==> config.mk <==
export PLATFORM = sky130hd
export DESIGN_NAME = uart_stream_filter
export DESIGN_NICKNAME = d
export VERILOG_FILES = /design/src/rtl/uart_stream_filter.sv
export SDC_FILE = /design/constraint.sdc
export NUM_CORES = 1
export LEC_CHECK = 0
export ABC_AREA = 1
export BUFFER_PORTS_ARGS = -buffer_cell sky130_fd_sc_hd__buf_2
export CAP_MARGIN = 5
export CORE_MARGIN = 4
export CORE_UTILIZATION = 40
export CTS_CLUSTER_SIZE = 28
export DETAILED_ROUTE_END_ITERATION = 12
export PLACE_DENSITY = 0.57
export SLEW_MARGIN = 0
export SYNTH_ARGS = -nofsm -noshare
export SYNTH_HDL_FRONTEND = slang
export SYNTH_SLANG_ARGS = --single-unit
==> constraint.sdc <==
create_clock -name clk_100MHz -period 3 [get_ports clk_100MHz]
set_clock_uncertainty 0.15 [all_clocks]
set_input_delay 0.15 -clock clk_100MHz [delete_from_list [all_inputs] [get_ports clk_100MHz]]
set_output_delay 0.15 -clock clk_100MHz [all_outputs]
set_load 0.05 [all_outputs]
==> src/rtl/uart_stream_filter.sv <==
// Purpose: pops RX FIFO words, filters them (pass / moving average / first difference), pushes results to TX FIFO; FILTER_STATS_EN adds counters.
// Latency: push strobe 2 cycles after the pop strobe when the TX FIFO has room; one word in flight at a time.
// Backpressure: TX full holds the result in WRITE and blocks further pops until the push completes.
module uart_stream_filter #(
    parameter int DBITS   = 8,
    parameter int TAP_EXP = 2
) (
    input  logic             clk_100MHz,
    input  logic             reset_btn,
    input  logic             rx_empty,
    input  logic [DBITS-1:0] rx_data,
    output logic             rd_en,
    input  logic             tx_full,
    output logic             wr_en,
    output logic [DBITS-1:0] tx_data,
    input  logic [1:0]       mode,
    input  logic             filt_clr,
    output logic             busy
`ifdef FILTER_STATS_EN
    ,
    output logic [15:0]      sample_count,
    output logic [15:0]      stall_count
`endif
);

    localparam int TAPS = 1 << TAP_EXP;
    localparam int SW   = DBITS + TAP_EXP;

    localparam logic [1:0] S_IDLE  = 2'd0;
    localparam logic [1:0] S_CALC  = 2'd1;
    localparam logic [1:0] S_WRITE = 2'd2;

    localparam logic [1:0] M_PASS0 = 2'b00;
    localparam logic [1:0] M_AVG   = 2'b01;
    localparam logic [1:0] M_DIFF  = 2'b10;

    logic [1:0]                 r_state;
    logic [DBITS-1:0]           r_sample;
    logic [1:0]                 r_mode;
    logic [DBITS-1:0]           r_out;
    logic [DBITS-1:0]           r_prev;
    logic [SW-1:0]              r_sum;
    logic [TAPS-1:0][DBITS-1:0] r_hist;

    logic [SW-1:0]              w_sum_next;
    logic [DBITS-1:0]           w_avg;
    logic [DBITS-1:0]           w_diff;
    logic [DBITS-1:0]           w_result;
    logic                       w_idle;
    logic                       w_write;

    assign w_idle  = (r_state == S_IDLE);
    assign w_write = (r_state == S_WRITE);

    // Reset is gated in so the strobes stay low while reset_btn is held.
    assign rd_en   = w_idle & ~rx_empty & ~filt_clr & ~reset_btn;
    assign wr_en   = w_write & ~tx_full & ~reset_btn;
    assign tx_data = r_out;
    assign busy    = ~w_idle;

    // Sum never drops below the oldest tap, so the subtraction cannot underflow.
    assign w_sum_next = r_sum + {{TAP_EXP{1'b0}}, r_sample}
                              - {{TAP_EXP{1'b0}}, r_hist[TAPS-1]};
    assign w_avg      = w_sum_next[SW-1:TAP_EXP];
    assign w_diff     = r_sample - r_prev;

    always_comb begin
        w_result = r_sample;
        case (r_mode)
            M_AVG:   w_result = w_avg;
            M_DIFF:  w_result = w_diff;
            M_PASS0: w_result = r_sample;
            default: w_result = r_sample;
        endcase
    end

    always_ff @(posedge clk_100MHz or posedge reset_btn) begin
        if (reset_btn) begin
            r_state  <= S_IDLE;
            r_sample <= '0;
            r_mode   <= '0;
            r_out    <= '0;
            r_prev   <= '0;
            r_sum    <= '0;
            r_hist   <= '0;
        end else begin
            case (r_state)
                S_IDLE: begin
                    if (filt_clr) begin
                        r_hist <= '0;
                        r_sum  <= '0;
                        r_prev <= '0;
                    end else if (!rx_empty) begin
                        r_sample <= rx_data;
                        r_mode   <= mode;
                        r_state  <= S_CALC;
                    end
                end
                S_CALC: begin
                    // History tracks every sample so switching modes has no warm-up transient.
                    r_hist  <= {r_hist[TAPS-2:0], r_sample};
                    r_sum   <= w_sum_next;
                    r_prev  <= r_sample;
                    r_out   <= w_result;
                    r_state <= S_WRITE;
                end
                S_WRITE: begin
                    if (!tx_full) begin
                        r_state <= S_IDLE;
                    end
                end
                default: r_state <= S_IDLE;
            endcase
        end
    end

`ifdef FILTER_STATS_EN
    logic [15:0] r_sample_count;
    logic [15:0] r_stall_count;

    always_ff @(posedge clk_100MHz or posedge reset_btn) begin
        if (reset_btn) begin
            r_sample_count <= '0;
            r_stall_count  <= '0;
        end else begin
            if (w_write && !tx_full) begin
                r_sample_count <= r_sample_count + 16'd1;
            end
            if (w_write && tx_full) begin
                r_stall_count <= r_stall_count + 16'd1;
            end
        end
    end

    assign sample_count = r_sample_count;
    assign stall_count  = r_stall_count;
`endif

endmodule

* Yosys cells after proc, flatten, opt, wreduce, memory -nomap -nowiden *
Cells that the tools add are included.

operators by class
  $add $sub $neg = 3
  equality and inequality tests = 8
  multiplexer cells = 11
  bitwise operators = 10
  reduce and logical (&&, ||, !) cells = 5

operator list
  cell                                                             count
  32-bit one-hot mux with 2 select lines                           1
  32-bit 2-to-1 mux                                                1
  8-bit one-hot mux with 2 select lines                            2
  10-bit one-hot mux with 2 select lines                           1
  10-bit by 8-bit adder with 10-bit output                         1
  10-bit 2-to-1 mux                                                1
  10-bit by 8-bit subtractor with 10-bit output                    1
  8-bit 2-to-1 mux                                                 1
  2-bit != test, second input constant                             4
  8-bit subtractor                                                 1
  2-bit 2-to-1 mux                                                 3
  2-bit one-hot mux with 3 select lines                            1
  3-bit AND reduction                                              2
  1-bit bitwise AND                                                5
  1-bit inverter                                                   5
  2-bit by 1-bit == test with 1-bit output, second input constant  2
  2-bit == test, second input constant                             2
  2-bit logical NOT                                                1
  2-bit AND reduction                                              1
  2-bit nonzero test                                               1

storage, ports and cells
  register bits after elaboration = 70
  input port bits = 15
  logic and storage cells = 47

* Longest topological paths before layout *
  depth after elaboration = 4
  mapped depth = 15
  depth with buffers taken out = 15

* Least setup slack after synthesis *
Ideal clock, no wire load.

  path type = input port to output port
  from = input reset_btn
  to = output wr_en
  data arrival time = 2.315 ns
  required time = 2.700 ns
  path slack = 0.385 ns
  stages on the path = 3
  buffers on the path = 0
  cells stage by stage = inv_1 > nand3_1 > nor2_1

on the way
  word-level cells in the longest chain between the ends = 2

RTL lines
  item               line  RTL
  from (decl)        9     input logic reset_btn,
  1-bit inverter     57    assign wr_en = w_write & ~tx_full & ~reset_btn;
  1-bit bitwise AND  57
  to (decl)          14    output logic wr_en,

Every way passes these cells.

* Worst setup path after layout *
  from = register r_sample[2]
  to = register r_out[3], in the netlist tx_data[3]

on the way
  word-level cells in the longest chain between the ends = 3
  elaborated cells on any way between the ends = 4
  classes of those cells = add/sub: 3; mux: 1

RTL lines
  item                                           line  RTL
  from (decl)                                    38    logic [DBITS-1:0] r_sample;
  from (signal assigned)                         94    r_sample <= rx_data;
  10-bit by 8-bit adder with 10-bit output       62    assign w_sum_next = r_sum + {{TAP_EXP{1'b0}}, r_sample}
  10-bit by 8-bit subtractor with 10-bit output  63    - {{TAP_EXP{1'b0}}, r_hist[TAPS-1]};
  8-bit one-hot mux with 2 select lines *        69    case (r_mode)
  to (signal assigned)                           104   r_out <= w_result;
  to (decl)                                      40    logic [DBITS-1:0] r_out;

Mark *: on every way between the ends. The rest lies on a longest branch, timed or not.
A chain may end at the register's enable or synchronous reset.

==> results.cfg <==
[outcome]
status = completed

[placement]
place_hpwl_um = 6100
gp_congestion = 0.849
portBuffers = 25
placed_cells = 544

[synth]
synth_compound_area_frac = 0.167
synth.avg_cell_area_um2 = 8.79
synth-seq-cells = 62
synth_top_area_frac = 0.422
synth_top_flop_cell = dfrtp_1
yosysTopAreaCell = dfrtp_1
synthCells = 418
synth_seq_area_share = 0.422
synth_top_family_by_area = simple AND/OR/NAND/NOR gates
synth_area_mm2 = 0.00368
synthXorXnorAreaFrac = 0.0119
yosysUniqueCellTypes = 33
async_flop_share = 1.00
synth_fa_ha_area_frac = 0.114
yosys_warnings = 0
synth.area.top_cells = dfrtp_1 (42%), nand2_1 (9.5%), o22ai_2 (8.2%)
synth-edff-count = 0
synth-simple-area-share = 0.180
syn-num-nets = 461
synthMuxAreaShare = 0

[setup_path]
critPathLaunch = r_sample[2]$_DFFE_PP0P_
worstPathArrival_ps = 2680
slowest_delay_ps = 540
critPathTopFamily = adder cells
required_ps = 3080
crit_chain = inv_1 -> fa_1 -> inv_1 -> ha_1 -> nand2_1 -> nand3_2 -> nand2_1 -> nand2_1 -> or2_1 -> nand3_1 -> nand3_1 -> nand2_1 -> nand2_1
crit_end = tx_data[3]$_DFFE_PP0P_
r2r_cells = 13
crit_top_cell = nand2_1
reg2reg_from = r_sample[2]$_DFFE_PP0P_
path_max_fanout = 5
cp-start-kind = register
worst_setup_path_end_kind = register
crit-reg2reg-capture = tx_data[3]$_DFFE_PP0P_
crit_cells = 13
path_class = reg -> reg
cp_num_buf_inv = 2
slowest_stage = fa_1
reg2reg_slack_ps = 400

[power]
p_int_w = 0.00201
seqPwrFrac = 0.287
switching_share = 0.466
p_sw_w = 0.00175
ir_drop_mv = 0.354
powerDensity_mw_per_mm2 = 894
p_leak_nw = 2.05
combPwrFrac = 0.536
pwr-share-clk = 0.176

[floorplanning]
initial_core_util = 0.415
fp.dieW_um = 104
io_pins = 26
rows = 34
die_h_um = 104
core-area_mm2 = 0.00885
dieArea_mm2 = 0.0108

[clock_network]
cts_buffers = 9
cts_tree = done
cts_max_level = 3
cts.sinks = 62
clockBufferDepth = 2
ctsResizeCount = 0
root_buffer = clkbuf_8
cts.clk_slew.worst_paths_ps = 80
clk_latency_ps = 340

[routing]
wl_per_cell_um = 14.8
ant_nets = 0
wl_um = 8440
drt_first_pass_iters = 4
vias = 2831
drt_iter0_drc = 120
viasPerCell = 4.96
drc_errors = 0

[finish]
final_cell_mix = nand2_1 (93), inv_1 (76), dfrtp_1 (62), nand3_1 (32)
layout.cells.non_filler = 571
area_growth_pct = 14.2
seq_area_mm2 = 0.00155
multiInputGateArea_mm2 = 0.00174
drive_gt1_frac = 0.186
fillerInstances = 869
layout_commonest_cell = nand2_1
layout.nets = 502
diodes = 0

[min_path]
hold_path_class = in -> reg
min_from = rx_empty

[grt]
grt_max_degree = 41
use_met1 = 0.230
grt_use_total = 0.168
grt_busiest_layer = met2
grtUsageMet3 = 0.0379
overflow = 0
grt_pass1_vias = 2949
grt_pass1_wl_um = 14500
antenna_found_initial = 0
grt_use_met2 = 0.266

[sta]
fin_setup_tns_ps = 0
fmax_ghz = 0.385
slew_headroom = 0.487
setup_viol = 0
finalHoldViolCount = 0
fin_crit_ps = 2600
post-route-period-util = 0.867
drv_slew = 0
holdWs_ps = 44.7
rsz0062_at_grt = false
worstMarginPinSlew_ps = 769

[flow_run]
drv_cap = 0
repair_timing:
item,4_1_cts,5_1_grt
buffers inserted,0,0
hold buffers,12,0
hold endpoints to repair,33,0
final cells by class:
type	count	share of cell area
clock buffers	10	0.0328
clock inverters	5	0.00864
inverters	81	0.0724
multi-input cells	263	0.414
flip-flops and latches	62	0.369
well taps	108	0.0322
repair buffers	42	0.0703
worst min-delay path, delay by kind of cell:
| family | cells | cell delay (ps) |
|---|---|---|
| buffers and inverters | 2 | 290 |
| and+or+nand+nor | 1 | 40 |
Yosys cell counts (all sizes together), types with 5 or more instances:
library cell	count
fa	9
buf	10
ha	19
nand2	93
nor2	14
nand3	33
dfrtp	62
o21ai	32
inv	80
o22ai	24
nand4	5
a21oi	18
stage by stage:
stage	power, W	worst slack, ps	utilization	instance area, um^2
after global routing	0.00413	175	0.475	4200
after CTS	0.00378	405	0.475	4200
after floorplan	0.00267	385	-	3680
final	0.00375	400	0.475	4200
after detailed placement	0.00309	416	0.441	3910
after global placement	0.00308	417	0.441	3910
how the worst min path moves through the flow:
stage	endpoint	slack, ps	cells after the start
final	r_state[0]$_DFFE_PP0P_	40	3
after CTS	r_state[0]$_DFFE_PP0P_	40	3
after floorplan	r_mode[0]$_DFFE_PP0P_	120	2
after detailed placement	r_state[0]$_DFFE_PP0P_	100	2
after global placement	r_state[0]$_DFFE_PP0P_	90	2
after global routing	r_state[0]$_DFFE_PP0P_	50	3
flip-flops by register name (all words and copies together) (netlist names):
signal    flops
r_prev        8
tx_data       8
r_sum        10
r_sample      8
r_state       2
r_hist       24
r_mode        2
per-layer routing:
| layer | up-vias | wire [um] |
|---|---|---|
| li1 | 1426 | - |
| met1 | 1341 | 4110 |
| met2 | 58 | 3890 |
| met3 | 6 | 334 |
| met4 | 0 | 110 |
| met5 | - | 0 |
power by group through the flow:
stage	Sequential (W)	Clock (W)	Combinational, W
after floorplan	0.00126	0	0.00141
after global placement	0.00109	0	0.00199
after detailed placement	0.00110	0	0.00199
after CTS	0.00108	0.000685	0.00202
after global routing	0.00110	0.000720	0.00231
final	0.00108	0.000662	0.00201
cell families (layout without fill, tap and decap cells):
group | after synthesis | after routing
AOI/OAI and AO/OA | 78 | 78
xor gates and xnor gates | 5 | 5
adders and majority gates | 28 | 28
buffers and inverters | 93 | 138
DFF | 62 | 62
and+or+nand+nor | 152 | 152
(Power assumes the default switching activity.)
